### src/rtl/layer_mac_sequencer.sv
// layer_mac_sequencer: one fully connected layer computed on a single shared
// multiply-accumulate unit. Weights stream from an external synchronous ROM
// (data one cycle after the read strobe). Each neuron's dot product plus bias
// is requantized, saturated, optionally ReLU-clamped, and the full output
// vector is offered on a valid/ready stream.
module layer_mac_sequencer #(
    parameter int WIDTH      = 16,
    parameter int FRACTION   = 14,
    parameter int W_WIDTH    = 8,
    parameter int W_FRAC     = 7,
    parameter int INPUT_NUM  = 4,
    parameter int NODE_NUM   = 3,
    parameter int RELU       = 0,
    parameter int ADDR_WIDTH = $clog2(NODE_NUM*(INPUT_NUM+1))
) (
    input  logic                        clk,
    input  logic                        rst,
    input  logic                        in_valid,
    output logic                        in_ready,
    input  logic [WIDTH*INPUT_NUM-1:0]  x,
    output logic                        w_rd_en,
    output logic [ADDR_WIDTH-1:0]       w_addr,
    input  logic [W_WIDTH-1:0]          w_data,
    output logic                        out_valid,
    input  logic                        out_ready,
    output logic [WIDTH*NODE_NUM-1:0]   out_data,
    output logic                        busy
);

    localparam int IDX_W  = $clog2(INPUT_NUM+1);
    localparam int NODE_W = (NODE_NUM > 1) ? $clog2(NODE_NUM) : 1;
    localparam int PROD_W = WIDTH + W_WIDTH;
    localparam int ACC_W  = PROD_W + $clog2(INPUT_NUM+1);

    // Bias operand: constant 1.0 in the activation format.
    localparam logic signed [WIDTH-1:0] ONE_S =
        {{(WIDTH-1){1'b0}}, 1'b1} << FRACTION;
    localparam logic signed [ACC_W-1:0] SAT_MAX =
        {{(ACC_W-WIDTH+1){1'b0}}, {(WIDTH-1){1'b1}}};
    localparam logic signed [ACC_W-1:0] SAT_MIN =
        {{(ACC_W-WIDTH+1){1'b1}}, {(WIDTH-1){1'b0}}};
    localparam logic [IDX_W-1:0]      IDX_ONE  = {{(IDX_W-1){1'b0}}, 1'b1};
    localparam logic [IDX_W-1:0]      IDX_LAST = IDX_W'(INPUT_NUM);
    localparam logic [NODE_W-1:0]     NODE_ONE = {{(NODE_W-1){1'b0}}, 1'b1};
    localparam logic [NODE_W-1:0]     NODE_LAST = NODE_W'(NODE_NUM-1);
    localparam logic [ADDR_WIDTH-1:0] ADDR_ONE = {{(ADDR_WIDTH-1){1'b0}}, 1'b1};

    typedef enum logic [2:0] {
        IDLE  = 3'd0,
        RUN   = 3'd1,
        LAST  = 3'd2,
        WRITE = 3'd3,
        DONE  = 3'd4
    } state_t;

    state_t                         state_r;
    logic [NODE_W-1:0]              node_r;
    logic [IDX_W-1:0]               idx_r;
    logic signed [ACC_W-1:0]        acc_r;
    logic [WIDTH*INPUT_NUM-1:0]     x_r;

    logic [IDX_W-1:0]               op_sel_s;
    logic signed [WIDTH-1:0]        operand_s;
    logic signed [PROD_W-1:0]       product_s;
    logic signed [ACC_W-1:0]        prod_ext_s;
    logic [WIDTH-1:0]               requant_s;

    // Shift back to the activation format, saturate, then optional ReLU.
    function automatic logic [WIDTH-1:0] requantize(
        input logic signed [ACC_W-1:0] a,
        input logic                    relu_en
    );
        logic signed [ACC_W-1:0] s;
        logic [WIDTH-1:0]        r;
        s = a >>> W_FRAC;
        if (s > SAT_MAX) begin
            r = SAT_MAX[WIDTH-1:0];
        end else if (s < SAT_MIN) begin
            r = SAT_MIN[WIDTH-1:0];
        end else begin
            r = s[WIDTH-1:0];
        end
        if (relu_en && r[WIDTH-1]) begin
            r = {WIDTH{1'b0}};
        end else begin
            r = r;
        end
        return r;
    endfunction

    assign in_ready = (state_r == IDLE);

    // Pick the operand whose weight arrives this cycle (ROM data lags by one).
    always_comb begin
        op_sel_s  = {IDX_W{1'b0}};
        operand_s = ONE_S;
        if (state_r == LAST) begin
            op_sel_s = IDX_LAST;
        end else begin
            op_sel_s = idx_r - IDX_ONE;
        end
        for (int k = 0; k < INPUT_NUM; k++) begin
            if (op_sel_s == IDX_W'(k)) begin
                operand_s = x_r[k*WIDTH +: WIDTH];
            end else begin
                operand_s = operand_s;
            end
        end
    end

    // Shared signed multiplier, sign-extended to accumulator width.
    always_comb begin
        product_s  = operand_s * $signed(w_data);
        prod_ext_s = {{(ACC_W-PROD_W){product_s[PROD_W-1]}}, product_s};
        requant_s  = requantize(acc_r, (RELU != 0));
    end

    // Sequencer FSM: drives ROM reads, accumulation, result slots and handshake.
    always_ff @(posedge clk) begin
        if (rst) begin
            state_r   <= IDLE;
            node_r    <= {NODE_W{1'b0}};
            idx_r     <= {IDX_W{1'b0}};
            acc_r     <= {ACC_W{1'b0}};
            x_r       <= {(WIDTH*INPUT_NUM){1'b0}};
            w_rd_en   <= 1'b0;
            w_addr    <= {ADDR_WIDTH{1'b0}};
            out_valid <= 1'b0;
            out_data  <= {(WIDTH*NODE_NUM){1'b0}};
            busy      <= 1'b0;
        end else begin
            case (state_r)
                IDLE: begin
                    if (in_valid) begin
                        x_r     <= x;
                        node_r  <= {NODE_W{1'b0}};
                        idx_r   <= {IDX_W{1'b0}};
                        acc_r   <= {ACC_W{1'b0}};
                        w_rd_en <= 1'b1;
                        w_addr  <= {ADDR_WIDTH{1'b0}};
                        busy    <= 1'b1;
                        state_r <= RUN;
                    end
                end
                RUN: begin
                    if (idx_r != {IDX_W{1'b0}}) begin
                        acc_r <= acc_r + prod_ext_s;
                    end
                    if (idx_r == IDX_LAST) begin
                        w_rd_en <= 1'b0;
                        state_r <= LAST;
                    end else begin
                        idx_r  <= idx_r + IDX_ONE;
                        w_addr <= w_addr + ADDR_ONE;
                    end
                end
                LAST: begin
                    acc_r   <= acc_r + prod_ext_s;
                    state_r <= WRITE;
                end
                WRITE: begin
                    for (int k = 0; k < NODE_NUM; k++) begin
                        if (node_r == NODE_W'(k)) begin
                            out_data[k*WIDTH +: WIDTH] <= requant_s;
                        end
                    end
                    acc_r <= {ACC_W{1'b0}};
                    idx_r <= {IDX_W{1'b0}};
                    if (node_r == NODE_LAST) begin
                        out_valid <= 1'b1;
                        state_r   <= DONE;
                    end else begin
                        node_r  <= node_r + NODE_ONE;
                        w_rd_en <= 1'b1;
                        w_addr  <= w_addr + ADDR_ONE;
                        state_r <= RUN;
                    end
                end
                DONE: begin
                    if (out_ready) begin
                        out_valid <= 1'b0;
                        busy      <= 1'b0;
                        state_r   <= IDLE;
                    end
                end
                default: begin
                    w_rd_en   <= 1'b0;
                    out_valid <= 1'b0;
                    busy      <= 1'b0;
                    state_r   <= IDLE;
                end
            endcase
        end
    end

endmodule
### config.mk
export PLATFORM = sky130hd
export DESIGN_NAME = layer_mac_sequencer
export DESIGN_NICKNAME = d
export VERILOG_FILES = /design/src/rtl/layer_mac_sequencer.sv
export SDC_FILE = /design/constraint.sdc
export NUM_CORES = 1
export LEC_CHECK = 0
export CAP_MARGIN = 20
export CORE_ASPECT_RATIO = 0.8
export CORE_MARGIN = 5
export CORE_UTILIZATION = 52
export CTS_BUF_LIST = sky130_fd_sc_hd__clkbuf_16
export DETAILED_ROUTE_END_ITERATION = 8
export PLACE_DENSITY = 0.88
export SETUP_SLACK_MARGIN = 0.05
export SYNTH_ARGS = -nofsm -noshare
export SYNTH_HDL_FRONTEND = slang
export SYNTH_SLANG_ARGS = --single-unit
### constraint.sdc
create_clock -name clk -period 6.9 [get_ports clk]
set_clock_uncertainty 0.05 [all_clocks]
set_input_delay 1.38 -clock clk [delete_from_list [all_inputs] [get_ports clk]]
set_output_delay 1.38 -clock clk [all_outputs]
set_load 0.05 [all_outputs]
# Word level (Yosys, flattened, before mapping)
# Cells that the tools add are included.
# W data, S select, Z words.
word_totals:
  inputBits: 76
  latchBits: 0
  ram_bits: 0
  register_bits: 154
  mem_bits_ro: 0
  n_memories: 0
  wordCells: 95
  out_inout_bits: 56
op_classes:
  mul: 1
  n_mux: 33
  shifts: 0
  n_eq_ne: 17
  n_reduce_logical: 22
  n_bitwise: 3
  add_sub_neg: 5
  div_mod_pow: 0
  magnitude_cmp: 2
op_table:
  columns: ["cell", "n"]
  rows:
  - ["$pmux W27 S4", 1]
  - ["$mux W16", 6]
  - ["$mux W27", 2]
  - ["$add A27 B24 Y27", 1]
  - ["$mul A16 B8 Y24", 1]
  - ["$mux W3", 7]
  - ["$gt A20 B16 Y1 const B", 1]
  - ["$lt A20 B16 Y1 const B", 1]
  - ["$reduce_and A3 Y1", 6]
  - ["$pmux W3 S5", 1]
  - ["$ne A2 B2 Y1 const B", 7]
  - ["$eq A3 B2 Y1 const B", 4]
  - ["$mux W4", 3]
  - ["$pmux W4 S3", 1]
  - ["$pmux W3 S3", 1]
  - ["$reduce_and A2 Y1", 4]
  - ["$reduce_and A4 Y1", 2]
  - ["$eq A3 B1 Y1 const B", 2]
  - ["$eq A3 B3 Y1 const B", 2]
  - ["$logic_not A3 Y1", 2]
  - ["$pmux W1 S3", 2]
  - ["$reduce_bool A3 Y1", 2]
  - ["$reduce_or A3 Y1", 2]
  - ["$mux W1", 5]
  - ["other kinds (14)", 17]

# Longest topological paths before layout
# Gate-level depths: netlist (run 1).
logic_depth:
  depth_word: 11
  ltp_mapped: 27
  mapped_depth_nobuf: 24

# Worst setup path after synthesis (run 1)
# No wires, ideal clock.
synth_timing:
  path_kind: "register to register"
  startpoint: "register idx_r[0]"
  endpoint: "register acc_r[25]"
  path_stages_with_launch: 25
  synth_period_minus_slack_ns: 7.212
  t_arrival_ns: 7.083
  slack_ns: -0.312
  setup_ns: 0.079
  n_path_buf: 4
  required_time_ns: 6.771
  cell_sequence: "dfxtp_1 -> buf_2 -> buf_2 -> inv_1 -> ha_1 -> clkbuf_1 -> buf_1 -> mux4_2 -> nor2b_1 -> nand2b_1 -> fa_1 -> fa_1 -> inv_1 -> fa_1 -> fa_1 -> fa_1 -> ha_1 -> or4_1 -> o2111a_2 -> a221oi_4 -> o21ai_2 -> o21ba_1 -> o41ai_2 -> nand4b_1 -> o211ai_1"
synth_via:
  elab_chain_len: 11
  word_cells_on_any_way: 17
  classes_between: "2 x add/sub; 1 x mul; 4 x eq/ne; 7 x mux; 3 x reduce/logical"
synth_lines:
  columns: ["item", "line", "text"]
  rows:
  - ["from (decl)", "58", "logic [IDX_W-1:0] idx_r;"]
  - ["from (signal assigned)", "123", "idx_r <= {IDX_W{1'b0}};"]
  - ["from (signal assigned)", "137", "idx_r <= {IDX_W{1'b0}};"]
  - ["from (signal assigned)", "153", "idx_r <= idx_r + IDX_ONE;"]
  - ["$sub A3 B1 Y3", "100", "op_sel_s = idx_r - IDX_ONE;"]
  - ["$mux W3", "97", "if (state_r == LAST) begin"]
  - ["$logic_not A3 Y1", "103", "if (op_sel_s == IDX_W'(k)) begin"]
  - ["$mux W16 (4 in a row)", "103", null]
  - ["$mul A16 B8 Y24", "113", "product_s = operand_s * $signed(w_data);"]
  - ["$add A27 B24 Y27", "147, 158", null]
  - ["$mux W27", "146", "if (idx_r != {IDX_W{1'b0}}) begin"]
  - ["$pmux W27 S4", "132", "case (state_r)"]
  - ["to (signal assigned)", "138", "acc_r <= {ACC_W{1'b0}};"]
  - ["to (signal assigned)", "147", "acc_r <= acc_r + prod_ext_s;"]
  - ["to (signal assigned)", "158", "acc_r <= acc_r + prod_ext_s;"]
  - ["to (decl)", "59", "logic signed [ACC_W-1:0] acc_r;"]
# Several ways; a longest one is shown, not always the timed one. The select of a mux whose other input is x is not followed.
# A chain may end at the register's enable or synchronous reset.

# Worst setup path in the final report (run 1)
# Same ends and word-level chain as after synthesis.

==> results of run 1 <==
==> final cells by class <==
class / instances / area [sq um]
Clock inverter: 15 / 115.1
Sequential cell: 154 / 3084
Clock buffer: 17 / 425.4
Timing Repair Buffer: 183 / 1730
Tap cell: 300 / 375.4
Multi-Input combinational cell: 980 / 7896
Inverter: 105 / 394.1
Fill cell: 1609 / 7720
==> through the flow <==
step,hold WS [ns],std cells,worst slack (ns),setup TNS [ns]
2_1_floorplan,0.3819,1303,0.1280,0
3_3_place_gp,0.3893,1719,-0.01862,-0.01862
3_5_place_dp,0.3954,1720,-0.06987,-0.09228
6_report,0.4047,1754,0.2402,0
5_1_grt,0.4212,1754,0.01789,0
4_1_cts,0.4047,1752,0.06327,0
==> synthesized netlist by cell type, types with 2 or more instances <==
library cell / number
sky130_fd_sc_hd__xor2_1: 5
sky130_fd_sc_hd__nand3_1: 12
sky130_fd_sc_hd__a31oi_1: 6
sky130_fd_sc_hd__dfxtp_1: 154
sky130_fd_sc_hd__nand2b_1: 9
sky130_fd_sc_hd__and2_1: 69
sky130_fd_sc_hd__a21oi_1: 148
sky130_fd_sc_hd__a21o_1: 9
sky130_fd_sc_hd__o21bai_1: 2
sky130_fd_sc_hd__o21ai_0: 33
sky130_fd_sc_hd__nor3_1: 13
sky130_fd_sc_hd__nand4_1: 3
sky130_fd_sc_hd__o211ai_1: 2
sky130_fd_sc_hd__buf_1: 2
sky130_fd_sc_hd__ha_1: 67
sky130_fd_sc_hd__nor2b_1: 23
sky130_fd_sc_hd__mux4_2: 16
sky130_fd_sc_hd__or3_1: 2
sky130_fd_sc_hd__mux2i_1: 2
sky130_fd_sc_hd__and3_1: 3
sky130_fd_sc_hd__inv_1: 105
sky130_fd_sc_hd__fa_1: 140
sky130_fd_sc_hd__nand2_1: 195
sky130_fd_sc_hd__nand3b_1: 2
sky130_fd_sc_hd__a22oi_1: 9
sky130_fd_sc_hd__o21a_1: 5
sky130_fd_sc_hd__xnor2_1: 22
sky130_fd_sc_hd__nor2_1: 143
sky130_fd_sc_hd__a211oi_1: 6
sky130_fd_sc_hd__buf_2: 3
sky130_fd_sc_hd__nor4_1: 4
sky130_fd_sc_hd__clkbuf_1: 59
sky130_fd_sc_hd__a22o_1: 8
sky130_fd_sc_hd__o21ai_1: 3
==> worst paths after layout <==
kind                                                to  slack, ns  cells past startpoint
worst max register to register  acc_r[25]$_SDFFE_PP0P_       0.24                     22
worst max-delay path            acc_r[25]$_SDFFE_PP0P_       0.24                     22
worst min register to register     x_r[4]$_SDFFE_PP0P_       0.40                      2
worst min-delay path               x_r[4]$_SDFFE_PP0P_       0.40                      2
==> routing by layer <==
| layer | routed length [um] | share of wire | up-vias |
|---|---|---|---|
| met5 | 0 | 0 | - |
| met4 | 731 | 0.023 | 0 |
| met3 | 3183 | 0.10 | 79 |
| met2 | 15240 | 0.48 | 497 |
| met1 | 12620 | 0.40 | 4815 |
| li1 | - | - | 4515 |
==> power by group through the flow <==
stage          Combinational [uW]  Sequential, uW  Clock, uW
2_1_floorplan                 793             979          0
3_3_place_gp                 1070             983          0
3_5_place_dp                 1120             986          0
4_1_cts                      1140             966        877
5_1_grt                      1290             971        920
6_report                     1170             968        879
==> sequential cells by signal, indices dropped and copies added (netlist names) <==
name and count:
acc_r 27, state_r 3, idx_r 3, w_rd_en 1, out_valid 1, node_r 2, w_addr 4, busy 1
out_data 48, x_r 64
==> worst max-delay path, stage by stage (launching register included) <==
cell,delay [ns]
sky130_fd_sc_hd__dfxtp_1,0.37
sky130_fd_sc_hd__inv_1,0.10
sky130_fd_sc_hd__ha_4,0.31
sky130_fd_sc_hd__buf_4,0.16
sky130_fd_sc_hd__buf_8,0.15
sky130_fd_sc_hd__mux4_2,0.32
sky130_fd_sc_hd__nor2b_2,0.19
sky130_fd_sc_hd__buf_4,0.16
sky130_fd_sc_hd__and2_1,0.18
sky130_fd_sc_hd__fa_1,0.55
sky130_fd_sc_hd__fa_1,0.45
sky130_fd_sc_hd__fa_1,0.50
sky130_fd_sc_hd__fa_1,0.51
sky130_fd_sc_hd__ha_1,0.31
sky130_fd_sc_hd__ha_1,0.33
sky130_fd_sc_hd__or4_1,0.48
sky130_fd_sc_hd__o2111a_2,0.19
sky130_fd_sc_hd__a221oi_4,0.35
sky130_fd_sc_hd__o21ai_2,0.12
sky130_fd_sc_hd__o21ba_2,0.25
sky130_fd_sc_hd__o41ai_4,0.32
sky130_fd_sc_hd__nand4b_1,0.13
sky130_fd_sc_hd__o211ai_1,0.10
==> logic make-up after synthesis <==
family	count (synthesis)	share of synthesized area
xor gates and xnor gates	27	0.02044
and+or+nand+nor	482	0.1856
muxes	19	0.03385
buffers and inverters	169	0.05515
DFF	154	0.2664
AOI/OAI and AO/OA	245	0.1239
adders and majority gates	207	0.3147
==> repair_timing <==
item,CTS,global route
buffers inserted,0,1
gates resized for setup,0,15
endpoints found under the setup margin,0,12
==> impl_metrics.prom, run 1 <==
# TYPE chip_impl_metric gauge
chip_impl_metric{name="detail-route-antenna-nets",unit=""} 0
chip_impl_info{name="most-common-layout-cells",value="sky130_fd_sc_hd__nand2_1, sky130_fd_sc_hd__dfxtp_1, sky130_fd_sc_hd__a21oi_1"} 1
chip_impl_metric{name="hpwl",unit="um"} 23830
chip_impl_metric{name="cell_internal_pwr",unit="uW"} 1890
chip_impl_metric{name="grt_usage",unit=""} 0.2573
chip_impl_metric{name="pwr-share-seq",unit=""} 0.321
chip_impl_info{name="synth_top_flop_cell",value="sky130_fd_sc_hd__dfxtp_1"} 1
chip_impl_metric{name="drc",unit=""} 0
chip_impl_metric{name="grtUsageMet2",unit=""} 0.4324
chip_impl_metric{name="antenna_cells",unit=""} 0
chip_impl_metric{name="critical_path.max_fanout",unit=""} 10
chip_impl_metric{name="worst-endpoint-required",unit="ns"} 7.21
chip_impl_metric{name="final_area",unit="sq mm"} 0.01402
chip_impl_metric{name="switchingPower",unit="uW"} 1123
chip_impl_metric{name="drv_cap",unit=""} 0
chip_impl_metric{name="setup_viol",unit=""} 0
chip_impl_metric{name="clkSinkCount",unit=""} 154
chip_impl_metric{name="first_global_vias",unit=""} 10400
chip_impl_metric{name="syn_inst",unit=""} 1303
chip_impl_metric{name="number_of_antenna_violations_at_the_first_check_in_global_routing",unit=""} 0
chip_impl_metric{name="port-buffer-count",unit=""} 131
chip_impl_info{name="cts_root_buffer",value="sky130_fd_sc_hd__clkbuf_16"} 1
chip_impl_metric{name="dr.pass1.iters",unit=""} 6
chip_impl_metric{name="postPlaceCellArea",unit="sq mm"} 0.01340
chip_impl_info{name="hold_class",value="flip-flop to flip-flop"} 1
chip_impl_info{name="run_status",value="completed"} 1
chip_impl_metric{name="drt_iter0_markers",unit=""} 1148
chip_impl_metric{name="gr-usage-met3",unit=""} 0.07233
chip_impl_metric{name="global_route.overflow_total",unit=""} 0
chip_impl_info{name="grt_max_usage_layer",value="met2"} 1
chip_impl_metric{name="vias",unit=""} 9906
chip_impl_metric{name="synth_top_area_frac",unit=""} 0.2664
chip_impl_info{name="crit_path_start",value="idx_r[0]$_SDFFE_PP0P_"} 1
chip_impl_metric{name="worst_slew_margin_rel",unit=""} 0.3264
chip_impl_info{name="timing.critical_path.from_type",value="flip-flop"} 1
chip_impl_info{name="tritoncts_clock_tree",value="yes"} 1
chip_impl_metric{name="post_synthesis_register_bit_count",unit=""} 154
chip_impl_metric{name="yosysSeqAreaShare",unit=""} 0.2664
chip_impl_metric{name="report.final.slew_viol_count",unit=""} 0
chip_impl_metric{name="cp.arrival",unit="ns"} 6.97
chip_impl_metric{name="power.leakage",unit="uW"} 0.006134
chip_impl_metric{name="power_switching_share",unit=""} 0.3728
chip_impl_metric{name="syn-cell-area",unit="sq mm"} 0.01157
chip_impl_metric{name="combPwrFrac",unit=""} 0.387
chip_impl_metric{name="global_route.usage.met1",unit=""} 0.3305
chip_impl_metric{name="finalCoreUtilization",unit=""} 0.6449
chip_impl_info{name="synthDominantAreaCellType",value="sky130_fd_sc_hd__dfxtp_1"} 1
chip_impl_metric{name="timing.final.crit_period",unit="ns"} 6.660
chip_impl_metric{name="floorplan.initialDensity",unit=""} 0.5322
chip_impl_metric{name="design.final.nets",unit=""} 1724
chip_impl_metric{name="ratio_of_cells_with_drive_above_1_in_the_final_layout",unit=""} 0.08116
chip_impl_metric{name="grt_start_max_net_pins",unit=""} 102
chip_impl_metric{name="worst_margin_slew",unit="ns"} 1.010
chip_impl_metric{name="share_of_the_clock_period_used_by_the_worst_path",unit=""} 0.9652
chip_impl_info{name="beginning_of_the_worst_register_to_register_path",value="idx_r[0]$_SDFFE_PP0P_"} 1
chip_impl_metric{name="cts-buffers-inserted",unit=""} 17
chip_impl_metric{name="htree_depth",unit=""} 4
chip_impl_metric{name="worst_setup_hold_path_clk_slew",unit="ns"} 0.06
chip_impl_metric{name="syn_area_per_cell",unit="sq um"} 8.880
chip_impl_info{name="hold_path_startpoint",value="x_r[4]$_SDFFE_PP0P_"} 1
chip_impl_info{name="final_common_cell",value="sky130_fd_sc_hd__nand2_1"} 1
chip_impl_metric{name="clkPwrFrac",unit=""} 0.292
chip_impl_metric{name="ys_warns",unit=""} 0
chip_impl_info{name="worst-setup-path-type",value="flip-flop to flip-flop"} 1
chip_impl_metric{name="postSynthNetCount",unit=""} 1586
chip_impl_metric{name="syn_to_final_growth",unit="%"} 21.17
chip_impl_info{name="grt_setup_unrepaired",value="true"} 1
chip_impl_info{name="timing.critical_path.to_type",value="flip-flop"} 1
chip_impl_metric{name="async_reset_ff_frac",unit=""} 0
chip_impl_metric{name="maxClockFrequency",unit="GHz"} 0.1502
chip_impl_metric{name="design.core.area",unit="sq mm"} 0.02174
chip_impl_metric{name="global_route_wire_length_before_repair",unit="um"} 52430
chip_impl_metric{name="power.density",unit="mW/mm^2"} 214.9
chip_impl_metric{name="vias_per_cell",unit=""} 5.648
chip_impl_metric{name="synth_edf_count",unit=""} 0
chip_impl_metric{name="die_width",unit="um"} 176.8
chip_impl_metric{name="cts_hold_buffers",unit=""} 0
chip_impl_metric{name="netlist-cell-type-count",unit=""} 53
chip_impl_metric{name="totalPowerFinal",unit="uW"} 3013
chip_impl_metric{name="vdd_ir_drop_max",unit="V"} 0.0002072
chip_impl_metric{name="routabilityCongestion",unit=""} 0.9029
chip_impl_metric{name="clock_tree.buffer_depth",unit=""} 2
chip_impl_metric{name="hold_violations",unit=""} 0
chip_impl_info{name="netlist_top_cells_area",value="sky130_fd_sc_hd__dfxtp_1, sky130_fd_sc_hd__fa_1, sky130_fd_sc_hd__ha_1"} 1
chip_impl_metric{name="chipHeight",unit="um"} 143.4
chip_impl_metric{name="design.portCount",unit=""} 132
chip_impl_metric{name="drt-wirelength-per-cell",unit="um"} 18.12
chip_impl_metric{name="wl",unit="um"} 31780
chip_impl_metric{name="die_area",unit="sq mm"} 0.02535
chip_impl_metric{name="insertion_delay",unit="ns"} 0.44
chip_impl_metric{name="rows",unit=""} 48
(Power assumes the default switching activity.)
==> run 2: changes to the inputs <==
GPL_ROUTABILITY_DRIVEN = 0   (was not set)
REMOVE_ABC_BUFFERS = 1   (was not set)
==> impl_metrics.prom, run 2 (same netlist as run 1, synthesis figures left out) <==
# TYPE chip_impl_metric gauge
chip_impl_metric{name="hold_violations",unit=""} 0
chip_impl_metric{name="wl",unit="um"} 27050
chip_impl_metric{name="pre_cts_ws",unit="ns"} -0.1281
chip_impl_metric{name="critical_path.max_fanout",unit=""} 5
chip_impl_metric{name="number_of_antenna_violations_at_the_first_check_in_global_routing",unit=""} 0
chip_impl_metric{name="cts.repair_timing.setup_buffer_count",unit=""} 0
chip_impl_metric{name="clkSinkCount",unit=""} 154
chip_impl_metric{name="place_inst",unit=""} 1706
chip_impl_info{name="hold_class",value="flip-flop to flip-flop"} 1
chip_impl_metric{name="crit_path_max_incr_delay",unit="ns"} 0.57
chip_impl_metric{name="dr.pass1.iters",unit=""} 6
chip_impl_metric{name="worst-path-buf-inv",unit=""} 5
chip_impl_metric{name="grt_usage",unit=""} 0.2241
chip_impl_metric{name="chipHeight",unit="um"} 143.4
chip_impl_metric{name="antenna_cells",unit=""} 0
chip_impl_metric{name="share_of_the_clock_period_used_by_the_worst_path",unit=""} 0.9559
chip_impl_metric{name="drt-wirelength-per-cell",unit="um"} 15.55
chip_impl_info{name="most-common-layout-cells",value="sky130_fd_sc_hd__nand2_1, sky130_fd_sc_hd__dfxtp_1, sky130_fd_sc_hd__a21oi_1"} 1
chip_impl_metric{name="timing.final.crit_period",unit="ns"} 6.596
chip_impl_metric{name="power.density",unit="mW/mm^2"} 212.3
chip_impl_info{name="timing.critical_path.from_type",value="primary input"} 1
chip_impl_metric{name="worst_margin_slew",unit="ns"} 1.103
chip_impl_info{name="register_with_the_highest_flop_count",value="x_r"} 1
chip_impl_metric{name="cts_hold_buffers",unit=""} 0
chip_impl_metric{name="reg2regPathDepth",unit=""} 19
chip_impl_metric{name="global_route.overflow_total",unit=""} 0
chip_impl_info{name="crit_chain",value="clkdlybuf4s50_1, buf_4, nand2_1, fa_1, inv_1, fa_1, ha_1, inv_1, fa_1, inv_1, ha_1, ha_1, fa_1, a211oi_1, nor2_1, o221ai_1, nor2_1, or3_1, a21oi_1, xnor2_1, a22o_1"} 1
chip_impl_info{name="worst-setup-path-type",value="primary input to flip-flop"} 1
chip_impl_metric{name="detail-route-antenna-nets",unit=""} 0
chip_impl_info{name="reg.largest.list",value="x_r x64, out_data x48, acc_r x27"} 1
chip_impl_info{name="grt_setup_unrepaired",value="false"} 1
chip_impl_metric{name="htree_depth",unit=""} 4
chip_impl_metric{name="hpwl",unit="um"} 20780
chip_impl_metric{name="worst_slew_margin_rel",unit=""} 0.2647
chip_impl_metric{name="ratio_of_cells_with_drive_above_1_in_the_final_layout",unit=""} 0.07153
chip_impl_metric{name="floorplan.initialDensity",unit=""} 0.5322
chip_impl_metric{name="clock_tree.buffer_depth",unit=""} 2
chip_impl_metric{name="worst_setup_hold_path_clk_slew",unit="ns"} 0.06
chip_impl_info{name="tritoncts_clock_tree",value="yes"} 1
chip_impl_metric{name="postLayoutSetupSlackWorst",unit="ns"} 0.3044
chip_impl_info{name="timing.critical_path.to_type",value="flip-flop"} 1
chip_impl_metric{name="syn_to_final_growth",unit="%"} 20.55
chip_impl_metric{name="setup_viol",unit=""} 0
chip_impl_metric{name="vdd_ir_drop_max",unit="V"} 0.0001650
chip_impl_info{name="worst_path_dominant_cell_family",value="adder cells"} 1
chip_impl_metric{name="final_area",unit="sq mm"} 0.01395
chip_impl_info{name="final_common_cell",value="sky130_fd_sc_hd__nand2_1"} 1
chip_impl_metric{name="die_width",unit="um"} 176.8
chip_impl_metric{name="insertion_delay",unit="ns"} 0.43
chip_impl_metric{name="power.leakage",unit="uW"} 0.006076
chip_impl_metric{name="drv_cap",unit=""} 0
chip_impl_metric{name="whs_path_depth",unit=""} 2
chip_impl_metric{name="drc",unit=""} 0
chip_impl_info{name="cts_root_buffer",value="sky130_fd_sc_hd__clkbuf_16"} 1
chip_impl_metric{name="number_of_flip_flops_under_the_largest_register_name",unit=""} 64
chip_impl_info{name="cp_slowest_cell",value="sky130_fd_sc_hd__clkdlybuf4s50_1"} 1
chip_impl_metric{name="cp.depth",unit=""} 21
chip_impl_metric{name="die_area",unit="sq mm"} 0.02535
chip_impl_metric{name="design.portCount",unit=""} 132
chip_impl_metric{name="global_route_wire_length_before_repair",unit="um"} 46750
chip_impl_info{name="run_status",value="completed"} 1
chip_impl_metric{name="cts-buffers-inserted",unit=""} 17
chip_impl_metric{name="non_filler_cells_final",unit=""} 1740
chip_impl_metric{name="design.core.area",unit="sq mm"} 0.02174
chip_impl_metric{name="cp.arrival",unit="ns"} 6.86
chip_impl_metric{name="design.final.nets",unit=""} 1711
chip_impl_metric{name="vias",unit=""} 9306
chip_impl_metric{name="first_global_vias",unit=""} 9806
chip_impl_metric{name="worst-endpoint-required",unit="ns"} 7.16
chip_impl_metric{name="vias_per_cell",unit=""} 5.348
chip_impl_metric{name="report.final.slew_viol_count",unit=""} 0
chip_impl_metric{name="maxClockFrequency",unit="GHz"} 0.1516
chip_impl_metric{name="drt_iter0_markers",unit=""} 711
chip_impl_metric{name="postPlaceCellArea",unit="sq mm"} 0.01330
chip_impl_metric{name="grt_start_max_net_pins",unit=""} 82
chip_impl_info{name="cp_common_cell",value="sky130_fd_sc_hd__fa_1"} 1
chip_impl_metric{name="port-buffer-count",unit=""} 131
chip_impl_metric{name="rows",unit=""} 48
[run 2: changes by cell type in the layout (fill, tap and decap cells not counted), sizes merged]
| cell | change |
|---|---|
| bufinv | +2 |
| inv | -7 |
| buf | -14 |
| clkinvlp | +3 |
| clkinv | +1 |
| clkbuf | +1 |
[run 2: repair_timing]
action / CTS / global route
endpoints found under the setup margin: 0 / 11
hold endpoints to repair: 0 / 0
gates resized for setup: 0 / 10
[run 2: metrics by stage]
stage | power [uW] | util | setup TNS, ns | hold WS, ns
after floorplan | 1748 | - | -1.537 | 0.3758
after global placement | 2014 | 0.6119 | 0 | 0.3899
after detailed placement | 2057 | 0.6119 | -0.3295 | 0.3953
after CTS | 2965 | 0.6377 | 0 | 0.4034
after global routing | 3169 | 0.6416 | 0 | 0.4208
final | 2961 | 0.6416 | 0 | 0.4012
[run 2: final cells by class]
class                           count  area [sq um]
Clock buffer                       17         425.4
Clock inverter                     14         133.9
Fill cell                        1793          7792
Inverter                          105         394.1
Multi-Input combinational cell    980          7893
Sequential cell                   154          3083
Tap cell                          300         375.4
Timing Repair Buffer              170          1644
[run 2: layer usage]
| metal | share of wire | GRT usage | vias up |
|---|---|---|---|
| met3 | 0.045 | 0.04366 | 30 |
| met1 | 0.43 | 0.2912 | 4563 |
| met5 | 0 | 0 | - |
| met2 | 0.51 | 0.3927 | 223 |
| li1 | - | - | 4490 |
| met4 | 0.014 | 0.05047 | 0 |
[run 2: worst paths after layout]
kind                          from                     end  slack, ns
max                      w_data[1]  acc_r[18]$_SDFFE_PP0P_       0.30
min           x_r[25]$_SDFFE_PP0P_    x_r[25]$_SDFFE_PP0P_       0.40
max reg2reg  idx_r[0]$_SDFFE_PP0P_  acc_r[25]$_SDFFE_PP0P_       0.42
min reg2reg   x_r[25]$_SDFFE_PP0P_    x_r[25]$_SDFFE_PP0P_       0.40
[run 2: worst register-to-register path, delay by kind of cell (launching register included)]
family          cells  cell delay (ns)
buf+inv             2             0.40
fa+ha+maj           6             2.80
simple gates        4             0.96
compound gates      6             1.30
flops               1             0.33
mux                 1             0.57
[run 2: where the power goes]
group | internal (uW) | total [uW] | switching (uW)
clock network | 524 | 907 | 383
logic | 477 | 1090 | 614
registers | 931 | 963 | 32.4
total | 1930 | 2960 | 1030
==> run 3: changes to the inputs <==
PLACE_DENSITY = 0.82   (was 0.88)
TNS_END_PERCENT = 30   (was not set)
==> impl_metrics.prom, run 3 (same netlist as run 1, synthesis figures left out) <==
# TYPE chip_impl_metric gauge
chip_impl_metric{name="multi_input_area",unit="sq mm"} 0.007891
chip_impl_metric{name="power.density",unit="mW/mm^2"} 217.1
chip_impl_metric{name="final_area",unit="sq mm"} 0.01403
chip_impl_metric{name="vdd_ir_drop_max",unit="V"} 0.0001637
chip_impl_metric{name="number_of_flip_flops_under_the_largest_register_name",unit=""} 64
chip_impl_info{name="timing.hold.worst_endpoint",value="acc_r[5]$_SDFFE_PP0P_"} 1
chip_impl_info{name="timing.rr.end",value="acc_r[25]$_SDFFE_PP0P_"} 1
chip_impl_metric{name="vias",unit=""} 9223
chip_impl_metric{name="timing.final.crit_period",unit="ns"} 6.564
chip_impl_metric{name="ratio_of_cells_with_drive_above_1_in_the_final_layout",unit=""} 0.07543
chip_impl_metric{name="whs_path_depth",unit=""} 2
chip_impl_metric{name="power.leakage",unit="uW"} 0.006145
chip_impl_metric{name="critical_path.max_fanout",unit=""} 8
chip_impl_metric{name="hold_violations",unit=""} 0
chip_impl_metric{name="port-buffer-count",unit=""} 131
chip_impl_metric{name="die_width",unit="um"} 176.8
chip_impl_info{name="hold_class",value="flip-flop to flip-flop"} 1
chip_impl_info{name="grt_setup_unrepaired",value="false"} 1
chip_impl_metric{name="design.final.nets",unit=""} 1715
chip_impl_metric{name="dr.pass1.iters",unit=""} 5
chip_impl_metric{name="cts.repair_timing.setup_buffer_count",unit=""} 0
chip_impl_metric{name="global_route.overflow_total",unit=""} 0
chip_impl_metric{name="drc",unit=""} 0
chip_impl_metric{name="die_area",unit="sq mm"} 0.02535
chip_impl_metric{name="worst_slew_margin_rel",unit=""} 0.3252
chip_impl_info{name="timing.critical_path.from_type",value="primary input"} 1
chip_impl_metric{name="reg2regPathDepth",unit=""} 21
chip_impl_metric{name="maxClockFrequency",unit="GHz"} 0.1523
chip_impl_info{name="timing.critical_path.to_type",value="flip-flop"} 1
chip_impl_metric{name="share_of_the_clock_period_used_by_the_worst_path",unit=""} 0.9513
chip_impl_metric{name="clock_tree.buffer_depth",unit=""} 2
chip_impl_metric{name="design.portCount",unit=""} 132
chip_impl_metric{name="report.final.slew_viol_count",unit=""} 0
chip_impl_info{name="worst-setup-path-type",value="primary input to flip-flop"} 1
chip_impl_metric{name="setup_viol",unit=""} 0
chip_impl_metric{name="design.core.area",unit="sq mm"} 0.02174
chip_impl_info{name="reg.largest.list",value="x_r x64, out_data x48, acc_r x27"} 1
chip_impl_metric{name="number_of_antenna_violations_at_the_first_check_in_global_routing",unit=""} 0
chip_impl_metric{name="syn_to_final_growth",unit="%"} 21.27
chip_impl_info{name="run_status",value="completed"} 1
chip_impl_metric{name="global_route_wire_length_before_repair",unit="um"} 46590
chip_impl_metric{name="filler_cell_count",unit=""} 1809
chip_impl_metric{name="grt_usage",unit=""} 0.2239
chip_impl_metric{name="setup_total_neg_slack",unit="ns"} 0
chip_impl_metric{name="antenna_cells",unit=""} 0
chip_impl_metric{name="cp.arrival",unit="ns"} 6.87
chip_impl_metric{name="finalHoldWorstSlack",unit="ns"} 0.4018
chip_impl_metric{name="drt-wirelength-per-cell",unit="um"} 15.40
chip_impl_metric{name="layout.area.seq",unit="sq mm"} 0.003083
chip_impl_metric{name="cts-buffers-inserted",unit=""} 17
chip_impl_metric{name="insertion_delay",unit="ns"} 0.43
chip_impl_metric{name="worst-endpoint-required",unit="ns"} 7.20
chip_impl_metric{name="worst_setup_hold_path_clk_slew",unit="ns"} 0.07
chip_impl_metric{name="postPlaceCellArea",unit="sq mm"} 0.01332
chip_impl_metric{name="clkSinkCount",unit=""} 154
chip_impl_info{name="cts_root_buffer",value="sky130_fd_sc_hd__clkbuf_16"} 1
chip_impl_metric{name="detail-route-antenna-nets",unit=""} 0
chip_impl_metric{name="worst_margin_slew",unit="ns"} 1.010
chip_impl_info{name="tritoncts_clock_tree",value="yes"} 1
chip_impl_metric{name="grt_start_max_net_pins",unit=""} 87
chip_impl_info{name="final_common_cell",value="sky130_fd_sc_hd__nand2_1"} 1
chip_impl_metric{name="rows",unit=""} 48
chip_impl_metric{name="htree_depth",unit=""} 4
chip_impl_metric{name="vias_per_cell",unit=""} 5.285
chip_impl_info{name="most-common-layout-cells",value="sky130_fd_sc_hd__nand2_1, sky130_fd_sc_hd__dfxtp_1, sky130_fd_sc_hd__a21oi_1"} 1
chip_impl_metric{name="first_global_vias",unit=""} 9704
chip_impl_metric{name="hpwl",unit="um"} 20550
chip_impl_metric{name="floorplan.initialDensity",unit=""} 0.5322
chip_impl_metric{name="drv_cap",unit=""} 0
chip_impl_metric{name="reg2reg_setup_slack",unit="ns"} 0.35
chip_impl_metric{name="wl",unit="um"} 26880
chip_impl_info{name="hold_path_startpoint",value="acc_r[5]$_SDFFE_PP0P_"} 1
chip_impl_metric{name="totalPowerFinal",unit="uW"} 3046
chip_impl_metric{name="chipHeight",unit="um"} 143.4
chip_impl_info{name="beginning_of_the_worst_register_to_register_path",value="idx_r[1]$_SDFFE_PP0P_"} 1
chip_impl_metric{name="drt_iter0_markers",unit=""} 573
chip_impl_info{name="register_with_the_highest_flop_count",value="x_r"} 1
## run 3: power breakdown
group          switching (uW)  internal [uW]
logic                     615            470
clock network             415            584
registers                32.2            930
total                    1060           1980
## run 3: what timing repair did
action,in CTS,in global routing
endpoints found under the setup margin,0,6
gates resized for setup,0,8
hold buffers,0,0
## run 3: layout make-up
cell class | instances | share of cell area
multi-input combinational | 980 | 0.5624
sequential | 154 | 0.2197
timing repair buffer | 174 | 0.1186
clock buffer | 17 | 0.03032
inverter | 105 | 0.02809
tap | 300 | 0.02675
clock inverter | 15 | 0.01418
## run 3: routing by layer
metal	GRT usage	share of wire
met2	0.3971	0.51
met1	0.2853	0.43
met5	0	0
met4	0.05250	0.015
met3	0.04471	0.045
## run 3: per-stage QoR
step | worst slack [ns] | utilization | instances
final | 0.3360 | 0.6454 | 1745
after global routing | 0.02272 | 0.6454 | 1745
after CTS | 0.1426 | 0.6415 | 1742
after detailed placement | -0.1127 | 0.6127 | 1710
after global placement | 0.02932 | 0.6127 | 1710
after floorplan | -0.2782 | - | 1239
## run 3: critical path, stage by stage
cell and delay [ns]:
sky130_fd_sc_hd__clkdlybuf4s50_1 0.63, sky130_fd_sc_hd__nand2_1 0.12, sky130_fd_sc_hd__fa_1 0.52, sky130_fd_sc_hd__inv_1 0.05, sky130_fd_sc_hd__fa_1 0.51, sky130_fd_sc_hd__fa_1 0.45
sky130_fd_sc_hd__fa_1 0.52, sky130_fd_sc_hd__fa_1 0.40, sky130_fd_sc_hd__ha_1 0.32, sky130_fd_sc_hd__or4_1 0.51, sky130_fd_sc_hd__o2111a_2 0.20, sky130_fd_sc_hd__a221oi_4 0.35
sky130_fd_sc_hd__o21ai_2 0.12, sky130_fd_sc_hd__o21ba_1 0.24, sky130_fd_sc_hd__o41ai_4 0.26, sky130_fd_sc_hd__nand4b_1 0.15, sky130_fd_sc_hd__o211ai_1 0.11
## run 3: worst max path at each step
stage / start / end / slack [ns]
final: w_data[1] / acc_r[25]$_SDFFE_PP0P_ / 0.34
after global routing: idx_r[1]$_SDFFE_PP0P_ / acc_r[25]$_SDFFE_PP0P_ / 0.02
after CTS: idx_r[1]$_SDFFE_PP0P_ / acc_r[25]$_SDFFE_PP0P_ / 0.14
after detailed placement: w_data[1] / acc_r[25]$_SDFFE_PP0P_ / -0.11
after global placement: w_data[1] / acc_r[25]$_SDFFE_PP0P_ / 0.03
after floorplan: idx_r[0]$_SDFFE_PP0P_ / acc_r[25]$_SDFFE_PP0P_ / -0.28
==> RTL edit: new RTL, flow settings as in run 3 <==
Reset style: asynchronous (`rst`), changed in one clocked block.
--- a/src/rtl/layer_mac_sequencer.sv
+++ b/src/rtl/layer_mac_sequencer.sv
@@ -117,5 +117,5 @@
 
     // Sequencer FSM: drives ROM reads, accumulation, result slots and handshake.
-    always_ff @(posedge clk) begin
+    always_ff @(posedge clk or posedge rst) begin
         if (rst) begin
             state_r   <= IDLE;
Behaviour: differs if rst is asserted again (counterexample within 4 cycles, from zero or initial values and one cycle with rst high); with rst held inactive, the same outputs for 4 cycles.
==> RTL edit against run 3 <==
Sequential cell count is the same. Largest cell class unchanged. Via count is 7.0% lower. Design area grew 2.1%. Critical path type is now reg2reg. Critical path depth rose by 4. Setup slack got worse by 0.0049 ns. Global-route usage fell by 0.83 points. Area after synthesis rose by 3.4%. Cell count is 10% lower. Routed wire length grew 2.8%.
Power is left out: the tool's default activity adds up to more than one toggle a clock period on the data nets, which glitch-free logic cannot reach.
==> RTL edit: results (changes against run 3) <==
| Metric | Value |
|---|---|
| GRT Total Usage | 21.6% (was 22.4%) |
| Post-DP HPWL | 21.6 mm (was 20.5 mm) |
| Hold Startpoint | out_data[15]$_DFFE_PP0P_ (was acc_r[5]$_SDFFE_PP0P_) |
| TritonCTS buffer count | 17 (unchanged) |
| Critical path peak fanout | 15 (was 8) |
| Top cells by area, synth | dfrtp_1, fa_1, ha_1 (was dfxtp_1, fa_1, ha_1) |
| Hold Path Depth | 2 (unchanged) |
| Vias in the first global route | 9261 (was 9704) |
| Worst hold path type | reg2reg (unchanged) |
| Dpl cell area | 0.0137 mm2 (was 0.0133 mm2) |
| Slowest stage cell, crit path | fa_1 (was clkdlybuf4s50_1) |
| DR WL/cell | 17.6 um (was 15.4 um) |
| Register area share after synthesis | 32.2% (was 26.6%) |
| PortBufs | 131 (unchanged) |
| CP max stage delay | 0.59 ns (was 0.63 ns) |
| 1st-pass router iterations | 5 (unchanged) |
| Crit-path leading delay family | adder cells (unchanged) |
| Clock-pin transition on the worst setup and hold timing paths | 0.07 ns (about the same) |
| Initial antenna violation count | 0 (unchanged) |
| Crit path launch | idx_r[1]$_DFFE_PP0P_ (was w_data[1]) |
| Endpoint, Worst Hold | out_data[15]$_DFFE_PP0P_ (was acc_r[5]$_SDFFE_PP0P_) |
| Commonest cells post-synth | dfrtp_1, nand2_1, fa_1 (was nand2_1, dfxtp_1, a21oi_1) |
| Cell variety after synth | 54 (was 53) |
| First-pass GRT wire length | 46.7 mm (was 46.6 mm) |
| Root Driver | clkbuf_16 (unchanged) |
| H-tree levels | 4 (unchanged) |
| Synth warnings | 0 (unchanged) |
| Worst-Skew Late Latency | 0.43 ns (about the same) |
| Slew Limit Fails | 0 (unchanged) |
| Run status | finished clean (unchanged) |
| Nets | 1530 (was 1715) |
| Reg2Reg Capture Point | acc_r[24]$_DFFE_PP0P_ (was acc_r[25]$_SDFFE_PP0P_) |
| Worst R2R Setup Slack | 0.33 ns (was 0.35 ns) |
| Startpoint types | flop (was input pin) |
| Vias | 8580 (was 9223) |
| Slew of the pin with the lowest slew margin | 1.05 ns (was 1.01 ns) |
| Fmax | 152 MHz (about the same) |
| Count of final setup violators | 0 (unchanged) |
| DR iter-0 viols | 572 (was 573) |
| Place WS | 0.0310 ns (was -0.113 ns) |
| Share of layout cells above drive strength 1 | 13.1% (was 7.54%) |
| Post-CTS sizing | 0 (unchanged) |
| Critical path arrival | 6.87 ns (about the same) |
| Ant. Diodes | 0 (unchanged) |
| Largest regs | x_r: 64 flops, out_data: 48 flops, acc_r: 27 flops (unchanged) |
| Async S/R FF share, synth | 100% (was 0%) |
| Worst-case clock buffer depth | 2 (unchanged) |
| Pin count of the biggest net entering global routing | 97 (was 87) |
| Critical path type | reg2reg (was in2reg) |
| Setup bufs post-CTS | 0 (unchanged) |
[RTL edit: cell count changes after synthesis, moves of 64 or more]
cell | run 3 | this run
a21oi_1 | 148 | 23
dfrtp_1 | 0 | 154
mux2_2 | 1 | 65
o21ai_0 | 33 | 109
dfxtp_1 | 154 | 0
nor2_1 | 143 | 28
[RTL edit: per-layer routing]
layer / up-vias / share of wire (%) / global-route usage, %
met1: 4366 / 42 / 28.2
met4: 0 / 1.6 / 5.06
met2: 249 / 50 / 36.7
li1: 3925 / - / -
met3: 40 / 6.3 / 5.22
met5: - / 0 / 0
[RTL edit: final cells by class]
cell class,instances,area [um2]
Fill cell,1768,8240
Multi-Input combinational cell,802,7550
Sequential cell,154,3850
Timing Repair Buffer,164,1560
Clock buffer,17,425
Inverter,108,410
Tap cell,306,383
Clock inverter,15,136
[RTL edit: logic make-up (layout without fill, tap and decap cells)]
logic type               after synthesis  in the layout  share of synthesized area, %
buffers and inverters                152            304                          4.93
AND/OR/NAND/NOR                      307            307                          12.4
adder cells (fa/ha/maj)              207            207                          30.4
multiplexers                          81             81                          9.13
AO/OA/AOI/OAI                        179            179                          8.75
XOR/XNOR                              28             28                          2.11
flip-flops                           154            154                          32.2
[RTL edit: metrics by stage]
step                      std cells  util, %  hold WS (ns)
final                          1566     63.5         0.432
after global routing           1566     63.5         0.459
after CTS                      1566     63.3         0.437
after detailed placement       1534     60.8         0.418
after global placement         1534     60.8         0.412
after floorplan                1064        -         0.399
